[src/rtl/dadda_mac_6bit.sv]
// Dadda-core multiply-accumulate: LEN 6x6 products summed into a saturating ACC_W accumulator.
// Result visible 3 cycles after the last accept; the result is held until out_ready, with no input accepted meanwhile.

module Dadda_6bit (
  input  logic [5:0]  A,
  input  logic [5:0]  B,
  input  logic        CIN,
  output logic [11:0] result
);

  // 3:2 compressor over whole rows: {carry<<1, sum}
  function automatic logic [23:0] csa(input logic [11:0] x, input logic [11:0] y,
                                      input logic [11:0] z);
    csa = {((x & y) | (x & z) | (y & z)) << 1, x ^ y ^ z};
  endfunction

  logic [11:0] pp [6];
  logic [23:0] l1a, l1b, l2, l3;

  always_comb begin
    for (int i = 0; i < 6; i++) begin
      pp[i] = {6'b0, A & {6{B[i]}}} << i;
    end
  end

  // Height reduction 6 -> 4 -> 3 -> 2, then one carry-propagate add
  assign l1a    = csa(pp[0], pp[1], pp[2]);
  assign l1b    = csa(pp[3], pp[4], pp[5]);
  assign l2     = csa(l1a[11:0], l1a[23:12], l1b[11:0]);
  assign l3     = csa(l2[11:0], l2[23:12], l1b[23:12]);
  assign result = l3[11:0] + l3[23:12] + {11'b0, CIN};

endmodule

module dadda_mac_6bit #(
  parameter int LEN   = 4,
  parameter int ACC_W = 16
) (
  input  logic             clk,
  input  logic             rst,
  input  logic             in_valid,
  output logic             in_ready,
  input  logic [5:0]       a,
  input  logic [5:0]       b,
  output logic             out_valid,
  input  logic             out_ready,
  output logic [ACC_W-1:0] acc_out,
  output logic             overflow
);

  localparam int CW = $clog2(LEN + 1);
  localparam logic [CW-1:0] LEN_C = CW'(LEN);

  typedef enum logic [1:0] {IDLE, RUN, DRAIN, HOLD} state_t;

  state_t           state_q, state_d;
  logic [5:0]       a_q, b_q;
  logic             v1, v2;
  logic [11:0]      prod_q, product;
  logic [ACC_W-1:0] acc_q;
  logic             ovf_q;
  logic [CW-1:0]    cnt;
  logic             accept, last;
  logic [ACC_W:0]   sum;

  Dadda_6bit u_mul (
    .A      (a_q),
    .B      (b_q),
    .CIN    (1'b0),
    .result (product)
  );

  assign in_ready  = !rst && (state_q == IDLE || state_q == RUN) && (cnt < LEN_C);
  assign out_valid = (state_q == HOLD);
  assign accept    = in_valid && in_ready;
  assign last      = accept && (cnt + 1'b1 == LEN_C);
  assign sum       = {1'b0, acc_q} + (ACC_W + 1)'(prod_q);
  assign acc_out   = acc_q;
  assign overflow  = ovf_q;

  always_comb begin
    state_d = state_q;
    case (state_q)
      IDLE:    if (accept) state_d = last ? DRAIN : RUN;
      RUN:     if (last) state_d = DRAIN;
      // the final product is in S2 once S1 has emptied; it lands on this edge
      DRAIN:   if (!v1) state_d = HOLD;
      HOLD:    if (out_ready) state_d = IDLE;
      default: state_d = IDLE;
    endcase
  end

  always_ff @(posedge clk) begin
    if (rst) begin
      state_q <= IDLE;
      a_q     <= '0;
      b_q     <= '0;
      v1      <= 1'b0;
      v2      <= 1'b0;
      prod_q  <= '0;
      acc_q   <= '0;
      ovf_q   <= 1'b0;
      cnt     <= '0;
    end else begin
      state_q <= state_d;
      v1      <= accept;
      v2      <= v1;
      if (accept) begin
        a_q <= a;
        b_q <= b;
        cnt <= cnt + 1'b1;
      end
      if (v1) prod_q <= product;
      if (state_q == HOLD && out_ready) begin
        acc_q <= '0;
        ovf_q <= 1'b0;
        cnt   <= '0;
      end else if (v2) begin
        if (sum[ACC_W]) begin
          acc_q <= '1;
          ovf_q <= 1'b1;
        end else begin
          acc_q <= sum[ACC_W-1:0];
        end
      end
    end
  end

endmodule

[config.mk]
export PLATFORM = sky130hd
export DESIGN_NAME = dadda_mac_6bit
export DESIGN_NICKNAME = d
export VERILOG_FILES = /design/src/rtl/dadda_mac_6bit.sv
export SDC_FILE = /design/constraint.sdc
export NUM_CORES = 1
export LEC_CHECK = 0
export BUFFER_PORTS_ARGS = -buffer_cell sky130_fd_sc_hd__buf_2
export CORE_MARGIN = 1
export CORE_UTILIZATION = 60
export DETAILED_ROUTE_END_ITERATION = 6
export HOLD_SLACK_MARGIN = 0.03
export PLACE_DENSITY = 0.85
export SLEW_MARGIN = 10
export SYNTH_ARGS = -nofsm -noshare
export SYNTH_HDL_FRONTEND = slang
export SYNTH_SLANG_ARGS = --single-unit
[constraint.sdc]
create_clock -name clk -period 4.69 [get_ports clk]
set_input_delay 0.2345 -clock clk [delete_from_list [all_inputs] [get_ports clk]]
set_output_delay 0.2345 -clock clk [all_outputs]
set_load 0.02 [all_outputs]
; After elaboration in Yosys (flattened, before gate mapping)
; Cells that the tools add are included.
[word_totals]
register_bits = 48
latch_bits = 0
ramBits = 0
romBits = 0
input_bits = 16
output_inout_bits = 19
elab_cells = 73
n_memories = 0
[classes]
add_sub_neg = 3
mul = 0
n_div = 0
magnitude_cmp = 1
eq_ne = 8
n_shift = 0
mux = 7
bitwise = 34
n_reduce_logical = 11
[op_table]
columns = operator, n
row1 = bitwise OR 11 bit, 7
row2 = bitwise AND 11 bit, 6
row3 = bitwise AND 6 bit, 6
row4 = bitwise XOR 12 bit, 3
row5 = adder 16 x 12 -> 17 bit, 1
row6 = two-way mux 16 bit, 1
row7 = adder 12 bit, 1
row8 = bitwise XOR 12 x 11 -> 12 bit, 1
row9 = bitwise AND 10 x 11 -> 11 bit, 1
row10 = bitwise AND 9 x 11 -> 11 bit, 1
row11 = bitwise OR 11 x 8 -> 11 bit, 1
row12 = bitwise XOR 10 x 11 -> 11 bit, 1
row13 = bitwise AND 9 x 10 -> 10 bit, 1
row14 = two-way mux 2 bit, 5
row15 = bitwise XOR 9 x 10 -> 10 bit, 1
row16 = bitwise AND 6 x 8 -> 8 bit, 1
row17 = bitwise AND 7 x 8 -> 8 bit, 1
row18 = case mux 2 bit (4 select lines), 1
row19 = bitwise XOR 7 x 8 -> 8 bit, 1
row20 = bitwise AND 6 x 7 -> 7 bit, 1
row21 = bitwise XOR 6 x 7 -> 7 bit, 1
row22 = "inequality test 2 bit, second input constant", 3
row23 = logical AND 1 bit, 5
row24 = "equality test 2 bit, second input constant", 2
row25 = 11 further kinds, 11

; Logic depth before layout (Yosys ltp)
[depth]
ltp_word = 11
mapped_depth = 13
mapped_depth_nobuf = 13

; Modules after synthesis
; A second synthesis with hierarchy kept.
[unflattened]
hier_cells = 415
area_unflattened_um2 = 3634.7
[modules_own_cells]
columns = module, n_inst, cells_per_inst, area_each_um2, seq_area_each_um2
row1 = dadda_mac_6bit, 1, 274, 2477.4, 960.9
row2 = Dadda_6bit, 1, 141, 1157.4, 0.0

; Worst setup path after synthesis
; No wires, ideal clock.
[synth_path]
path_type = flip-flop to flip-flop
startpoint = register b_q[0]
endpoint = register prod_q[10]
setup_ns = 0.106
arrival_ns = 3.420
required_time_ns = 4.584
slack_ns = 1.164
stages_incl_launch_ff = 12
path_buffers = 0
period_less_slack_ns = 3.526
path_cell_list = dfxtp_1 -> nand2_1 -> fa_1 -> fa_1 -> fa_1 -> inv_1 -> fa_1 -> a21o_1 -> a21oi_1 -> o21bai_1 -> a2111o_1 -> o311ai_0
[synth_between]
elab_chain_cells = 11
elab_cells_between_ends = 22
cone_classes = add/sub (1) / bitwise (21)
[synth_rtl]
columns = element, line
row1 = start: declaration, 57  ; logic [5:0] a_q, b_q;
row2 = start signal: assignment, 97  ; b_q <= '0;
row3 = start signal: assignment, 110  ; b_q <= b;
row4 = bitwise AND 6 bit *, 22  ; pp[i] = {6'b0, A & {6{B[i]}}} << i;
row5 = bitwise AND 6 x 7 -> 7 bit / bitwise AND 6 x 8 -> 8 bit (equally long branches), 14  ; csa = {((x & y) | (x & z) | (y & z)) << 1, x ^ y ^ z};
row6 = bitwise OR 11 bit, 14
row7 = bitwise OR 11 x 8 -> 11 bit, 14
row8 = bitwise AND 11 bit, 14
row9 = bitwise OR 11 bit (2 in a row), 14
row10 = bitwise AND 11 bit, 14
row11 = bitwise OR 11 bit (2 in a row), 14
row12 = adder 12 bit *, 31  ; assign result = l3[11:0] + l3[23:12] + {11'b0, CIN};
row13 = end signal: assignment, 113  ; if (v1) prod_q <= product;
row14 = end: declaration, 59  ; logic [11:0] prod_q, product;
; Every way passes the cells marked *; elsewhere a longest branch is shown, timed or not.
; A chain may end at the register's enable or synchronous reset.

; Worst setup path in the final report
[layout_path]
startpoint = register a_q[4]
endpoint = register prod_q[10]
[layout_between]
elab_chain_cells = 11
elab_cells_between_ends = 35
cone_classes = add/sub (1) / bitwise (34)
[layout_rtl]
columns = element, line
row1 = start: declaration, 57
row2 = start signal: assignment, 96  ; a_q <= '0;
row3 = start signal: assignment, 109  ; a_q <= a;
row4 = bitwise AND 6 bit, 22
row5 = bitwise AND 6 x 7 -> 7 bit / bitwise AND 6 x 8 -> 8 bit (equally long branches), 14
row6 = bitwise OR 11 bit, 14
row7 = bitwise OR 11 x 8 -> 11 bit, 14
row8 = bitwise AND 11 bit, 14
row9 = bitwise OR 11 bit (2 in a row), 14
row10 = bitwise AND 11 bit, 14
row11 = bitwise OR 11 bit (2 in a row), 14
row12 = adder 12 bit *, 31
; Marked as above.

==> impl_metrics.yaml <==
logic_synthesis:
  synth.most_common_cell: "nand2_1"
  synth_ff_type: "dfxtp_1"
  yosysUniqueCellTypes: 54
  synth_area_per_cell_sq_um: 8.693
  synth_seq_cells: 48
  seq_area_frac_synth: 0.2736
  synth_edf_count: 0
  syn_inst: 404
  syn_area_sq_um: 3512
  synth_top_area_cell: "dfxtp_1"
  ys_top_cells_by_area: "dfxtp_1 (27%), ha_1 (12%), fa_1 (11%)"
  synth_top_area_frac: 0.2736
  yosys_warnings: 0
  synth_async_sr_flop_share: 0
  synth_commonest_cells: "nand2_1 (57), dfxtp_1 (48), inv_1 (36)"
  synth_nets: 473
setup_path:
  critPathMaxStageDelay_ns: 0.54
  crit_slowest_cell: "fa_1"
  start_kind: "register"
  crit_path_max_fanout: 7
  crit_type: "reg -> reg"
  end_kind: "register"
  cp.arrival_ns: 3.99
  worst-path-buf-inv: 1
  critPathMostFrequentCell: "fa_1"
  path_cells: "nand2_1 > fa_1 > fa_1 > fa_1 > inv_1 > fa_1 > a21o_1 > a21oi_1 > o21bai_1 > a2111o_1 > o311ai_0"
  path_delay_family: "adder cells"
  cp.required_ns: 4.90
cells_and_area:
  area_growth_pct: 8.194
  final_nets: 501
  drive_gt1_frac: 0.1270
  num_antenna_cells: 0
sta:
  fmax_mhz: 264.8
  setup_tns_ns: 0
  period_share: 0.8053
  worstMarginPinSlew_ns: 1.098
  slew_headroom: 0.2680
  fin_crit_ns: 3.777
  clock_skew_ns: 0.007888
  finalHoldViolCount: 0
  slew_viol_final: 0
  rsz0062_at_grt: "no"
  setup_viol: 0
die:
  die_h_um: 78.51
  placementRows: 27
  dieWidth_um: 78.51
  core-area_sq_um: 5574
  ios: 35
  dieArea_sq_um: 6164
  initial_core_util: 0.6301
global_routing:
  grt_use_total: 0.2555
  grt_pass1_wl_um: 12390
  grt_pass1_vias: 2730
  grt_antenna_before_repair: 0
  grt_remaining_overflow: 0
  grt_max_degree: 37
worst_hold_path:
  hp-class: "in -> reg"
cts:
  clkLatencyLatePin_ns: 0.31
  cts.clk_slew.worst_paths_ns: 0.09
  cts_tree: "done"
  clock-sinks: 48
  cts_buffer_depth: 2
  ctsResizeCount: 0
  h-tree-depth: 2
  clockRootBuffer: "clkbuf_8"
  cts_hold_buf: 0
  cts_setup_buffers: 0
  cts_buffers: 5
run:
  max_cap_violations: 0
placed_design:
  port_buffers: 34
  place_hpwl_um: 5485
  routabilityCongestion: 0.9383
routing:
  vias: 2906
  drc: 0
  ant_nets: 0
  wl_per_cell_um: 14.36
  drt_first_pass_iters: 4
  drt_wl_total_um: 7253
  viasPerCell: 5.754
  drtIter0Drc: 188
power:
  total_leakage_power_nw: 1.790
  power.total_mw: 1.149
  powerDensity_nw_per_um2: 302.3
  max-vdd-ir-drop_v: 0.0002106
outcome:
  status: "completed"
==> worst min-delay path, cell delays in order <==
cell and delay (ns):
buf_2 0.07, nand2_1 0.04, nand2_1 0.04
==> cell type report <==
type                    count  area (sq um)
repair buffers             34         170.2
clock buffers               6         82.58
clock inverters             2         13.76
fillers                   472          1774
inverters                  36         135.1
flip-flops and latches     48         960.9
multi-input cells         307          2347
well taps                  72         90.09
==> stage by stage <==
step	setup slack, ns	instance area, sq um	hold slack [ns]	instances	utilization
final	0.9131	3800	0.09947	505	0.6817
after CTS	0.8773	3800	0.09736	505	0.6817
after global routing	0.6855	3800	0.1124	505	0.6817
after global placement	1.061	3704	0.4181	497	0.6644
after detailed placement	0.9464	3704	0.4221	497	0.6644
after floorplan	1.164	3512	0.3335	404	-
==> cells in the final DEF (no fill, tap or decap), types with 3 or more instances in the layout <==
cell type  count
ha_1          34
nand3b_1      12
o21a_1         3
or3_1          3
o21ai_0       16
a211oi_1       3
dfxtp_1       48
inv_1         36
a21o_1         7
a31oi_1        6
fa_1          19
nand2_1       57
nand3_1        6
o221a_2        3
nor2_1        22
o311ai_0       4
xor2_1         4
mux2i_1        8
a21oi_1       27
clkbuf_8       6
and2_1        16
nand2b_1       5
buf_2         34
nor3_1         6
xnor2_1       10
==> logic make-up after synthesis <==
group	share of synthesized area
DFF	0.2736
buffers and inverters	0.05807
xor gates and xnor gates	0.03491
adders and majority gates	0.2294
muxes	0.02280
and+or+nand+nor	0.1924
AOI/OAI and AO/OA	0.1888
==> power breakdown <==
| part | leakage [nW] | internal (mW) | switching [mW] |
|---|---|---|---|
| Combinational | 1.35 | 0.146 | 0.197 |
| Sequential | 0.391 | 0.458 | 0.0752 |
| Clock | 0.0516 | 0.121 | 0.151 |
| Total | 1.79 | 0.725 | 0.423 |
==> worst paths after layout <==
| path | start | endpoint | slack, ns | depth (start not counted) |
|---|---|---|---|---|
| setup / recovery | a_q[4]$_SDFFE_PP0P_ | prod_q[10]$_SDFFE_PP0P_ | 0.91 | 11 |
| hold / removal | b[4] | b_q[4]$_SDFFE_PP0P_ | 0.1 | 3 |
| setup reg to reg | a_q[4]$_SDFFE_PP0P_ | prod_q[10]$_SDFFE_PP0P_ | 0.91 | 11 |
| hold reg to reg | overflow$_SDFFE_PP0P_ | overflow$_SDFFE_PP0P_ | 0.45 | 2 |
==> flip-flops by register name, summed over array words and instances (netlist names) <==
name / flops
b_q: 6
overflow: 1
v1: 1
prod_q: 12
a_q: 6
state_q: 2
acc_out: 16
v2: 1
cnt: 3
==> metal layers <==
metal,global-route usage,vias to the layer above,wire length (um)
li1,-,1458,-
met1,0.3487,1366,3340
met2,0.4217,74,3530
met3,0.02907,8,289
met4,0.07778,0,93
met5,0,-,0
No activity file was read; power rests on OpenSTA's default activity.
